$ cat src/rtl/if_fetch_pkg.sv
// Shared constants and state encoding for the instruction-fetch stage.
package if_fetch_pkg;

  localparam logic [31:0] ZERO_WORD  = 32'h0000_0000;
  localparam logic        STOP       = 1'b1;
  localparam logic        NO_STOP    = 1'b0;
  localparam logic        RST_ENABLE = 1'b0;

  typedef enum logic [2:0] {
    S_IDLE,
    S_REQ,
    S_HOLD,
    S_HOLD_PC,
    S_DROP
  } fetch_state_e;

  function automatic logic [31:0] seq_addr(input logic [31:0] addr);
    return addr + 32'd4;
  endfunction

endpackage

$ cat src/rtl/if_fetch.sv
// Instruction-fetch stage: PC owner and instruction-bus master feeding if_id,
// with MIPS delay-slot branch handling and exception flush.
module if_fetch
  import if_fetch_pkg::*;
#(
  parameter logic [31:0] RESET_PC = 32'h0000_0000
) (
  input  logic        clk,
  input  logic        rst,
  input  logic [5:0]  stall,
  input  logic        flush,
  input  logic [31:0] new_pc,
  input  logic        branch_flag_i,
  input  logic [31:0] branch_target_address_i,
  output logic        ibus_req,
  output logic [31:0] ibus_addr,
  input  logic        ibus_ack,
  input  logic [31:0] ibus_rdata,
  output logic [31:0] if_pc,
  output logic [31:0] if_inst,
  output logic        stallreq_from_if
);

  fetch_state_e state_q, state_d;
  logic [31:0]  req_addr_q, req_addr_d;
  logic [31:0]  drop_target_q, drop_target_d;
  logic [31:0]  br_target_q, br_target_d;
  logic [31:0]  hold_inst_q, hold_inst_d;
  logic         br_pend_q, br_pend_d;
  logic [31:0]  next_addr;
  logic [31:0]  accept_addr;
  logic         unused_stall;

  assign unused_stall = ^stall[5:2];
  assign ibus_addr    = req_addr_q;

  // A branch arriving in the same cycle its delay slot is accepted redirects directly.
  assign next_addr   = br_pend_q ? br_target_q : seq_addr(req_addr_q);
  assign accept_addr = branch_flag_i ? branch_target_address_i : next_addr;

  always_comb begin
    state_d          = state_q;
    req_addr_d       = req_addr_q;
    drop_target_d    = drop_target_q;
    br_target_d      = br_target_q;
    hold_inst_d      = hold_inst_q;
    br_pend_d        = br_pend_q;
    ibus_req         = 1'b0;
    if_pc            = ZERO_WORD;
    if_inst          = ZERO_WORD;
    stallreq_from_if = 1'b0;

    if (branch_flag_i) begin
      br_pend_d   = 1'b1;
      br_target_d = branch_target_address_i;
    end

    case (state_q)
      S_IDLE: begin
        stallreq_from_if = 1'b1;
        state_d          = S_REQ;
        if (flush) begin
          br_pend_d  = 1'b0;
          req_addr_d = new_pc;
        end
      end
      S_REQ: begin
        ibus_req         = 1'b1;
        stallreq_from_if = !ibus_ack;
        if (flush) begin
          br_pend_d = 1'b0;
          if (ibus_ack) begin
            req_addr_d = new_pc;
          end else begin
            drop_target_d = new_pc;
            state_d       = S_DROP;
          end
        end else if (ibus_ack) begin
          if (stall[1] == NO_STOP) begin
            if_pc      = req_addr_q;
            if_inst    = ibus_rdata;
            req_addr_d = accept_addr;
            br_pend_d  = 1'b0;
            state_d    = (stall[0] == NO_STOP) ? S_REQ : S_HOLD_PC;
          end else begin
            hold_inst_d = ibus_rdata;
            state_d     = S_HOLD;
          end
        end
      end
      S_HOLD: begin
        if (flush) begin
          br_pend_d  = 1'b0;
          req_addr_d = new_pc;
          state_d    = S_REQ;
        end else begin
          // req_addr_q still names the held instruction until it is released.
          if_pc   = req_addr_q;
          if_inst = hold_inst_q;
          if (stall[1] == NO_STOP) begin
            req_addr_d = accept_addr;
            br_pend_d  = 1'b0;
            state_d    = S_REQ;
          end
        end
      end
      S_HOLD_PC: begin
        if (flush) begin
          br_pend_d  = 1'b0;
          req_addr_d = new_pc;
          state_d    = S_REQ;
        end else if (stall[0] == NO_STOP) begin
          state_d = S_REQ;
        end
      end
      S_DROP: begin
        ibus_req         = 1'b1;
        stallreq_from_if = 1'b1;
        if (flush) begin
          br_pend_d = 1'b0;
          if (ibus_ack) begin
            req_addr_d = new_pc;
            state_d    = S_REQ;
          end else begin
            drop_target_d = new_pc;
          end
        end else if (ibus_ack) begin
          req_addr_d = drop_target_q;
          state_d    = S_REQ;
        end
      end
      default: begin
        state_d = S_IDLE;
      end
    endcase
  end

  always_ff @(posedge clk) begin
    if (rst == RST_ENABLE) begin
      state_q       <= S_IDLE;
      req_addr_q    <= RESET_PC;
      drop_target_q <= RESET_PC;
      br_target_q   <= ZERO_WORD;
      hold_inst_q   <= ZERO_WORD;
      br_pend_q     <= 1'b0;
    end else begin
      state_q       <= state_d;
      req_addr_q    <= req_addr_d;
      drop_target_q <= drop_target_d;
      br_target_q   <= br_target_d;
      hold_inst_q   <= hold_inst_d;
      br_pend_q     <= br_pend_d;
    end
  end

endmodule

$ cat config.mk
export PLATFORM = sky130hd
export DESIGN_NAME = if_fetch
export DESIGN_NICKNAME = d
export VERILOG_FILES = /design/src/rtl/if_fetch_pkg.sv /design/src/rtl/if_fetch.sv
export SDC_FILE = /design/constraint.sdc
export NUM_CORES = 1
export LEC_CHECK = 0
export CAP_MARGIN = 20
export CORE_UTILIZATION = 50
export DETAILED_ROUTE_END_ITERATION = 8
export GPL_ROUTABILITY_DRIVEN = 0
export PLACE_DENSITY = 0.79
export SLEW_MARGIN = 20
export SYNTH_ARGS = -nofsm -noshare
export SYNTH_HDL_FRONTEND = slang
export SYNTH_SLANG_ARGS = --single-unit
$ cat constraint.sdc
create_clock -name clk -period 5.5 [get_ports clk]
set_input_delay 0.55 -clock clk [delete_from_list [all_inputs] [get_ports clk]]
set_output_delay 0.55 -clock clk [all_outputs]
set_load 0.1 [all_outputs]
==> flow_summary.ini <==
[route]
final_antenna_net_count = 0
firstDrtPassIters = 6
routed_via_density = 6.45
wl_mm = 32.6
wire_per_inst_um = 20.4
route.detailed.drc = 0
drt_iter0_drc = 1416
vias = 10300

[place]
hpwlAfterDp_mm = 21.9
io_buffers = 200
post-place-cells = 1566

[critical_path]
cp.required_ns = 4.95
r2r_start = ibus_addr[11]$_SDFFE_PN0P_
cp_cell_sequence = buf_4 -> inv_1 -> nand2_1 -> a21oi_2 -> clkdlybuf4s50_1
worstSetupPathType = register to output port
cp-start-kind = register
slowest_stage = clkdlybuf4s50_1
reg2reg_depth = 6
crit_cells = 5
cp.buffers_inverters = 3
ff2ff_setup_slack_ns = 2.54
cp_max_fo = 33
arrival_ns = 3.29
end_kind = output port
cp_top_family = buffers and inverters
rr_endpoint = ibus_addr[23]$_SDFFE_PN0P_
cpPeakStageDelay_ns = 1.18

[cts]
cts_resized = 0
cts_tree = built
clk_path_buf_depth = 2
worstSkewPairLatency_ns = 0.43
cts_buffers = 17
postCtsSetupBuffers = 0
hold_buffers = 0
h-tree-depth = 4
root_buffer = clkbuf_16
path_clk_slew_ns = 0.07
clock-sinks = 132

[layout]
final_nets = 1464
stdcell_count = 1598
layout_commonest_cell = nand2_1
layout_common_cells = 217 x nand2_1, 132 x dfxtp_1, 132 x clkdlybuf4s50_1
layout-drive-gt1-share = 0.114
ff_latch_area_um2 = 2640
multi_input_area_um2 = 5940
area_growth_pct = 25.7
fillers = 1571
antenna_cells = 0

[synthesis]
synth-seq-cells = 132
synth_flop_cell = dfxtp_1
synth_cells = 1232
synth_cell_types = 77
syn-num-nets = 1340
synth_area_per_cell_um2 = 7.43
synthArstFlopShare = 0
yosysSeqAreaShare = 0.289
synth_area_um2 = 9150
synth_warnings = 0
synth_edf_count = 0

[floorplanning]
start_util = 0.509
core-area_um2 = 18000
die_width_um = 137
ios = 205
num_rows = 49
die_area_um2 = 18800
die_h_um = 137

[pwr]
combPwrFrac = 0.331
switching_share = 0.400
switching_power_w = 0.00142
p_seq_frac = 0.326
p_clk_frac = 0.342
intPower_w = 0.00212
p_per_area_nw_per_um2 = 308
ir_worst_vdd_mv = 0.254
total_power_w = 0.00354
p_leak_nw = 4.23

[global_route]
grt_pass1_vias = 9330
gr-total-overflow = 0
grt_max_degree = 81
antenna_found_initial = 0
grt_pass1_wl_mm = 49.7
grt_use_total = 0.344

[timing]
relSlewSlack = 0.222
worst_pin_slew_ns = 1.16
final-setup-viol-count = 0
fin_skew_ns = 0.0123
drv_slew = 0
tns_ns = 0
hold_violations = 0
fin_crit_sh = 0.698
min_period_ns = 3.84
rsz0062_at_grt = false
max_freq_ghz = 0.261

[status]
outcome = complete, no violations

[min_path]
hold_path_depth = 2
hold_class = register to register
hold_end = hold_inst_q[17]$_SDFFE_PN0P_
worstHoldStart = hold_inst_q[17]$_SDFFE_PN0P_

[run]
max-cap-violations = 0
==> flip-flops by register name, indices dropped and copies added (netlist names) <==
| register | flops |
|---|---|
| br_pend_q | 1 |
| hold_inst_q | 32 |
| drop_target_q | 32 |
| state_q | 3 |
| ibus_addr | 32 |
| br_target_q | 32 |
==> power groups by stage <==
| stage | Sequential (W) | Combinational [W] | Clock, W |
|---|---|---|---|
| 4_1_cts | 0.00115 | 0.00115 | 0.00122 |
| 6_report | 0.00116 | 0.00117 | 0.00121 |
| 2_1_floorplan | 0.00135 | 0.000628 | 0 |
| 3_5_place_dp | 0.00117 | 0.00115 | 0 |
| 3_3_place_gp | 0.00117 | 0.00113 | 0 |
| 5_1_grt | 0.00116 | 0.00123 | 0.00125 |
==> worst register-to-register path, cell delays in order, from the launching register on <==
cell and delay (ns):
dfxtp_1 0.64, nand4_2 0.23, nor4_2 0.93, and3_1 0.36
xnor2_1 0.08, a211oi_1 0.46, o2bb2a_1 0.20
==> metal layers <==
| layer | global-route usage | share of wire | wire length [µm] |
|---|---|---|---|
| met1 | 0.427 | 0.38 | 12400 |
| met3 | 0.0728 | 0.10 | 3410 |
| met5 | 0 | 0 | 0 |
| met2 | 0.546 | 0.46 | 14900 |
| met4 | 0.209 | 0.059 | 1930 |
==> worst max path at each step <==
stage                                  startpoint  slack (ns)         to
after floorplan                             flush        1.98   if_pc[0]
after global routing      state_q[2]$_SDFFE_PN0P_        1.59   ibus_req
after global placement                   stall[1]        2.07  if_pc[24]
after CTS                 state_q[2]$_SDFFE_PN0P_        1.70   ibus_req
after detailed placement                 stall[1]        2.05  if_pc[27]
final                     state_q[2]$_SDFFE_PN0P_        1.66   ibus_req
==> cells in the mapped netlist (all sizes together) (4+ instances only) <==
cell	instances	area (µm²)
a211oi	17	138
a21boi	72	541
a21oi	70	354
a221oi	10	93.8
a222oi	7	70.1
a22o	35	307
a22oi	8	60.1
a31oi	20	125
a32oi	5	43.8
and2	5	31.3
and3	8	50.1
and4	4	35.0
buf	65	364
clkbuf	50	189
dfxtp	132	2640
inv	13	48.8
mux2	9	101
mux2i	51	523
nand2	217	815
nand2b	6	37.5
nand3	27	140
nand4	8	77.6
nor2	84	318
nor2b	63	394
nor3	26	160
nor3b	4	40.0
o211ai	9	67.6
o21a	8	60.1
o21ai	102	514
o221ai	12	105
o22ai	15	93.8
o2bb2ai	6	52.6
or3	7	43.8
xnor2	12	105
xor2	7	61.3
==> area by class of cell <==
| type | count | share of cell area |
|---|---|---|
| well taps | 229 | 0.0249 |
| clock buffers | 17 | 0.0370 |
| repair buffers | 220 | 0.171 |
| clock inverters | 15 | 0.0168 |
| flip-flops and latches | 132 | 0.230 |
| inverters | 13 | 0.00424 |
| multi-input cells | 972 | 0.516 |
==> logic make-up (layout without fill, tap and decap cells) <==
| group | count (synthesis) | in the layout | share of synthesized area |
|---|---|---|---|
| simple gates | 468 | 468 | 0.243 |
| mux | 60 | 60 | 0.0682 |
| flops | 132 | 132 | 0.289 |
| buf+inv | 128 | 265 | 0.0658 |
| xor+xnor | 19 | 19 | 0.0182 |
| compound gates | 424 | 424 | 0.315 |
| fa+ha+maj | 1 | 1 | 0.00137 |
==> per-stage QoR <==
stage	worst slack [ns]	instance area (µm²)	util	hold slack [ns]
6_report	1.66	11500	0.640	0.456
5_1_grt	1.59	11500	0.640	0.467
4_1_cts	1.70	11500	0.640	0.454
3_5_place_dp	2.05	10900	0.606	0.446
3_3_place_gp	2.07	10900	0.606	0.441
2_1_floorplan	1.98	9150	-	0.435
No activity file was read; power rests on OpenSTA's default activity.
